<file path="config.mk">
export PLATFORM = sky130hd
export DESIGN_NAME = inst_fetch_ctrl
export DESIGN_NICKNAME = d
export VERILOG_FILES = /design/src/rtl/inst_fetch_ctrl.sv
export SDC_FILE = /design/constraint.sdc
export NUM_CORES = 1
export LEC_CHECK = 0
export ABC_CLOCK_PERIOD_IN_PS = 1900
export BUFFER_PORTS_ARGS = -buffer_cell sky130_fd_sc_hd__buf_2
export CORE_MARGIN = 2
export CORE_UTILIZATION = 45
export DETAILED_ROUTE_END_ITERATION = 10
export PLACE_DENSITY = 0.69
export RECOVER_POWER = 100
export SLEW_MARGIN = 30
export SYNTH_ARGS = -nofsm -noshare
export SYNTH_HDL_FRONTEND = slang
export SYNTH_SLANG_ARGS = --single-unit
</file>
<file path="constraint.sdc">
create_clock -name clk -period 1.9 [get_ports clk]
set_clock_uncertainty 0.05 [all_clocks]
set_input_delay 0.19 -clock clk [delete_from_list [all_inputs] [get_ports clk]]
set_output_delay 0.19 -clock clk [all_outputs]
set_load 0.02 [all_outputs]
</file>
<file path="src/rtl/inst_fetch_ctrl.sv">
// Instruction-fetch control: one outstanding bus request, a one-entry skid buffer and redirect flushing.
// Optional INST_FETCH_ADEL_EN: misaligned PCs produce a local address-error response instead of a bus request.
module inst_fetch_ctrl #(
  parameter int ADDR_W = 32,
  parameter int DATA_W = 32
) (
  input  logic              clk,
  input  logic              rst_n,
  input  logic [ADDR_W-1:0] pc,
  input  logic              flush,
  output logic              pc_adv,
  output logic              inst_req,
  output logic [ADDR_W-1:0] inst_addr,
  input  logic              inst_addr_ok,
  input  logic              inst_data_ok,
  input  logic [DATA_W-1:0] inst_rdata,
  output logic              if_valid,
  output logic [ADDR_W-1:0] if_pc,
  output logic [DATA_W-1:0] if_inst,
  output logic              if_adel,
  input  logic              id_allowin
);

  typedef enum logic [2:0] {
    IDLE,
    REQ,
    WAIT,
    DROP,
    HOLD
  } state_t;

  state_t state, state_nxt;

  logic [ADDR_W-1:0] req_pc;
  logic [ADDR_W-1:0] buf_pc;
  logic [DATA_W-1:0] buf_inst;
  logic              slot_free;
  logic              misaligned;
  logic              load_out;
  logic              load_buf;
  logic              from_buf;
  logic              req_accept;
  logic [ADDR_W-1:0] resp_pc;
  logic [DATA_W-1:0] resp_inst;

`ifdef INST_FETCH_ADEL_EN
  logic buf_adel;
  logic out_adel;
  logic resp_adel;
  assign misaligned = (pc[1:0] != 2'b00);
  assign if_adel    = out_adel;
`else
  assign misaligned = 1'b0;
  assign if_adel    = 1'b0;
`endif

  assign slot_free  = !if_valid || id_allowin;
  assign inst_addr  = (state == REQ) ? {pc[ADDR_W-1:2], 2'b00} : '0;
  assign req_accept = inst_req && inst_addr_ok;

  always_ff @(posedge clk or negedge rst_n) begin
    if (!rst_n) begin
      state <= IDLE;
    end else begin
      state <= state_nxt;
    end
  end

  // A response (bus or synthesized) goes straight to the output slot when it is free,
  // otherwise into the buffer; flush overrides every load and every pc_adv.
  always_comb begin
    state_nxt = state;
    inst_req  = 1'b0;
    pc_adv    = 1'b0;
    load_out  = 1'b0;
    load_buf  = 1'b0;
    from_buf  = 1'b0;
    resp_pc   = req_pc;
    resp_inst = inst_rdata;
`ifdef INST_FETCH_ADEL_EN
    resp_adel = 1'b0;
`endif
    case (state)
      IDLE: state_nxt = REQ;
      REQ: begin
        if (!flush) begin
          if (misaligned) begin
            resp_pc   = pc;
            resp_inst = '0;
`ifdef INST_FETCH_ADEL_EN
            resp_adel = 1'b1;
`endif
            if (slot_free) begin
              load_out = 1'b1;
              pc_adv   = 1'b1;
            end else begin
              load_buf  = 1'b1;
              state_nxt = HOLD;
            end
          end else begin
            inst_req = 1'b1;
            if (inst_addr_ok) state_nxt = WAIT;
          end
        end
      end
      WAIT: begin
        if (flush) begin
          state_nxt = inst_data_ok ? REQ : DROP;
        end else if (inst_data_ok) begin
          if (slot_free) begin
            load_out  = 1'b1;
            pc_adv    = 1'b1;
            state_nxt = REQ;
          end else begin
            load_buf  = 1'b1;
            state_nxt = HOLD;
          end
        end
      end
      DROP: begin
        if (inst_data_ok) state_nxt = REQ;
      end
      HOLD: begin
        if (flush) begin
          state_nxt = REQ;
        end else if (id_allowin) begin
          from_buf  = 1'b1;
          load_out  = 1'b1;
          pc_adv    = 1'b1;
          state_nxt = REQ;
        end
      end
      default: state_nxt = IDLE;
    endcase
  end

  always_ff @(posedge clk or negedge rst_n) begin
    if (!rst_n) begin
      req_pc   <= '0;
      buf_pc   <= '0;
      buf_inst <= '0;
`ifdef INST_FETCH_ADEL_EN
      buf_adel <= 1'b0;
`endif
    end else begin
      if (req_accept) req_pc <= pc;
      if (load_buf) begin
        buf_pc   <= resp_pc;
        buf_inst <= resp_inst;
`ifdef INST_FETCH_ADEL_EN
        buf_adel <= resp_adel;
`endif
      end
    end
  end

  // Output slot: flush clears it, a load refills it, otherwise it drains when decode accepts.
  always_ff @(posedge clk or negedge rst_n) begin
    if (!rst_n) begin
      if_valid <= 1'b0;
      if_pc    <= '0;
      if_inst  <= '0;
`ifdef INST_FETCH_ADEL_EN
      out_adel <= 1'b0;
`endif
    end else if (flush) begin
      if_valid <= 1'b0;
    end else if (load_out) begin
      if_valid <= 1'b1;
      if_pc    <= from_buf ? buf_pc : resp_pc;
      if_inst  <= from_buf ? buf_inst : resp_inst;
`ifdef INST_FETCH_ADEL_EN
      out_adel <= from_buf ? buf_adel : resp_adel;
`endif
    end else if (id_allowin) begin
      if_valid <= 1'b0;
    end
  end

endmodule

</file>
==> impl_metrics.ini <==
[worst_setup_path]
critPathLaunchType = register
crit_path_max_fanout = 8
crit_required_ns = 1.66
r2r-start = state[0]
endpoint_kind = output port
crit_arrival_ns = 1.80
cp-startpoint = state[2]
crit_type = reg -> out

[timing]
timing_hold_violations_final = 0
finalSetupTns_ns = -9.66
setup_viol = 107
min_period_ns = 2.04
period_share_pct = 108
fin_ws_ns = -0.144
timing.slew.headroom_pct = 42.6
rsz0062_at_grt = yes
drv_slew = 0
tightest_slew_ns = 0.862
clock.fmax_ghz = 0.489

[synthesis]
syn_avg_cell_area_um2 = 11.5
synth_cells = 654
synth_xor_area_share_pct = 0
synth-compound-area-share_pct = 12.3
synthSimpleGateAreaFrac_pct = 13.8
synth_area_leader_cell = dfrtp_1
synth_top_area_share_pct = 54.6
seq_area_frac_synth_pct = 54.6
ys_types = 29
ys_ff_latch = 164
synth_fa_ha_area_share_pct = 0
muxShareOfSynthArea_pct = 14.4
synth_top_family_by_area = multiplexers
ys_top_cells_by_area = dfrtp_1 55%, mux2_2 14%, o31ai_1 6.4%
synth_area_um2 = 7520
ys.warnings.count = 0

[route]
drt_first_pass_iters = 4
finalWirelength_um = 24400
vias = 6889
avgRoutedWirePerCell_um = 22.0
first_iter_violations = 553
ant_nets = 0
drc = 0
avgViaCountPerCell = 6.21

[global_route]
grt.total_usage_pct = 26.6
antenna_found_initial = 1
grt_pass1_vias = 6873
grt_remaining_overflow = 0
grt_max_degree = 68
grt_pass1_wl_um = 37300

[clock_tree]
cts_max_path_buffers = 2
cts.clk_slew.worst_paths_ns = 0.06
clock-root-buffer = clkbuf_16
cts_tree = yes
numCtsBuffers = 17
clock_latency_ns = 0.43
htree_levels = 4
cts.sinks = 164

[placed_design]
placed_cells = 993
dp_slack_ns = -0.0977
gp_congestion = 0.785
dp_hpwl_um = 13000
portBuffers = 166

[cells_and_area]
final_nets = 949
area_delta_synth_final_pct = 46.1
layout-drive-gt1-share_pct = 38.9
fillCellCount = 1229
layout_commonest_cell = dfrtp_1
final_cell_mix = 164 x dfrtp_1, 69 x clkbuf_1, 68 x buf_2
final_cells = 1110

[job]
maxCapViolations = 0

[outcome]
status = finished with violations
violations = setup timing

[floorplanning]
die_h_um = 133
die-area_um2 = 17800
row_count = 47
start_util_pct = 45.7
die_w_um = 133
core_region_area_um2 = 16500
ios = 170

[pwr]
powerDensity_nw_per_um2 = 1270
ir_drop_uv = 832
total_leakage_power_nw = 4.72

[min_path]
worstHoldStart = inst_data_ok
hold_path.class = in -> reg
-- power breakdown --
part / leakage, nW / internal (mW) / total (mW) / switching (mW)
Sequential: 2.16 / 4.47 / 5.35 / 0.875
Combinational: 2.29 / 2.31 / 5.30 / 2.99
Clock: 0.278 / 1.99 / 3.31 / 1.32
-- registers in the layout (all words and copies together) (netlist names) --
| signal | flops |
|---|---|
| buf_pc | 32 |
| buf_inst | 32 |
| if_pc | 32 |
| req_pc | 32 |
| state | 3 |
| if_inst | 32 |
| if_valid | 1 |
-- stage by stage --
| stage | area [µm²] | total power [mW] | hold slack [ns] | util [%] |
|---|---|---|---|---|
| global placement | 8660 | 9.28 | 0.164 | 52.6 |
| floorplan | 7530 | 7.69 | -0.156 | - |
| CTS | 10500 | 13.6 | 0.000726 | 64.0 |
| global route | 11000 | 14.5 | 0.0185 | 66.7 |
| finish | 11000 | 14.0 | 0.00573 | 66.7 |
| detailed placement | 8660 | 9.47 | 0.174 | 52.6 |
-- Yosys cell counts --
library cell  count
a31oi_1          65
and2_1           30
buf_2             2
buf_4             3
buf_6             6
clkbuf_1         69
conb_1            1
dfrtp_1         164
inv_1             3
mux2_1            4
mux2_2           92
nand2_1           1
nand2b_1          2
nand3_1           1
nand3b_1          1
nand4_1          64
nor2b_1           4
nor3_1           66
nor3_4            1
nor3b_1           2
o211ai_1          1
o21ai_0           1
o221ai_1          1
o311ai_0          2
o31ai_1          64
or2_1             1
or2_2             1
or3b_1            1
or4b_1            1
-- worst paths after layout --
path                       slack (ns)  cells past startpoint           end
setup / recovery                -0.14                      6      inst_req
hold / removal                  0.006                      2      state[1]
setup reg to reg                -0.14                      6   buf_inst[7]
hold reg to reg                  0.46                      1  buf_inst[16]
max in group asynchronous        0.36                      3      if_pc[3]
min in group asynchronous        0.40                      2    if_inst[9]
-- kinds of logic after synthesis --
kind of cell / count (synthesis)
other cells: 1
buf+inv: 83
flops: 164
simple gates: 176
compound gates: 134
mux: 96
-- critical path: stages, from the launching register on --
cell     delay (ns)
dfrtp_1        0.40
buf_6          0.13
nor3b_4        0.21
buf_6          0.18
buf_12         0.15
nor2b_4        0.18
buf_6          0.13
-- repair_timing --
item | 4_1_cts | 5_1_grt
endpoints found under the setup margin | 130 | 183
pin swaps | 15 | 11
hold endpoints to repair | 129 | 0
resized for setup | 139 | 90
hold buffers | 66 | 0
gates cloned | 5 | 6
setup buffers | 9 | 1
-- per-layer routing --
layer	vias to the layer above	track usage, %	share of wire (%)
met1	3523	35.6	41
met5	-	0	0
met2	379	42.8	49
met3	38	5.71	7.4
met4	0	9.93	1.7
li1	2949	-	-
-- area by class of cell --
type	instances	area [µm²]	share of cell area, %
flip-flops and latches	164	4100	37.4
well taps	220	275	2.51
clock buffers	26	519	4.73
multi-input cells	409	3720	33.8
inverters	3	11.3	0.102
clock inverters	3	43.8	0.399
diodes	1	2.50	0.0228
repair buffers	284	2310	21.1
Note: power is estimated with default switching activity, not from simulation.
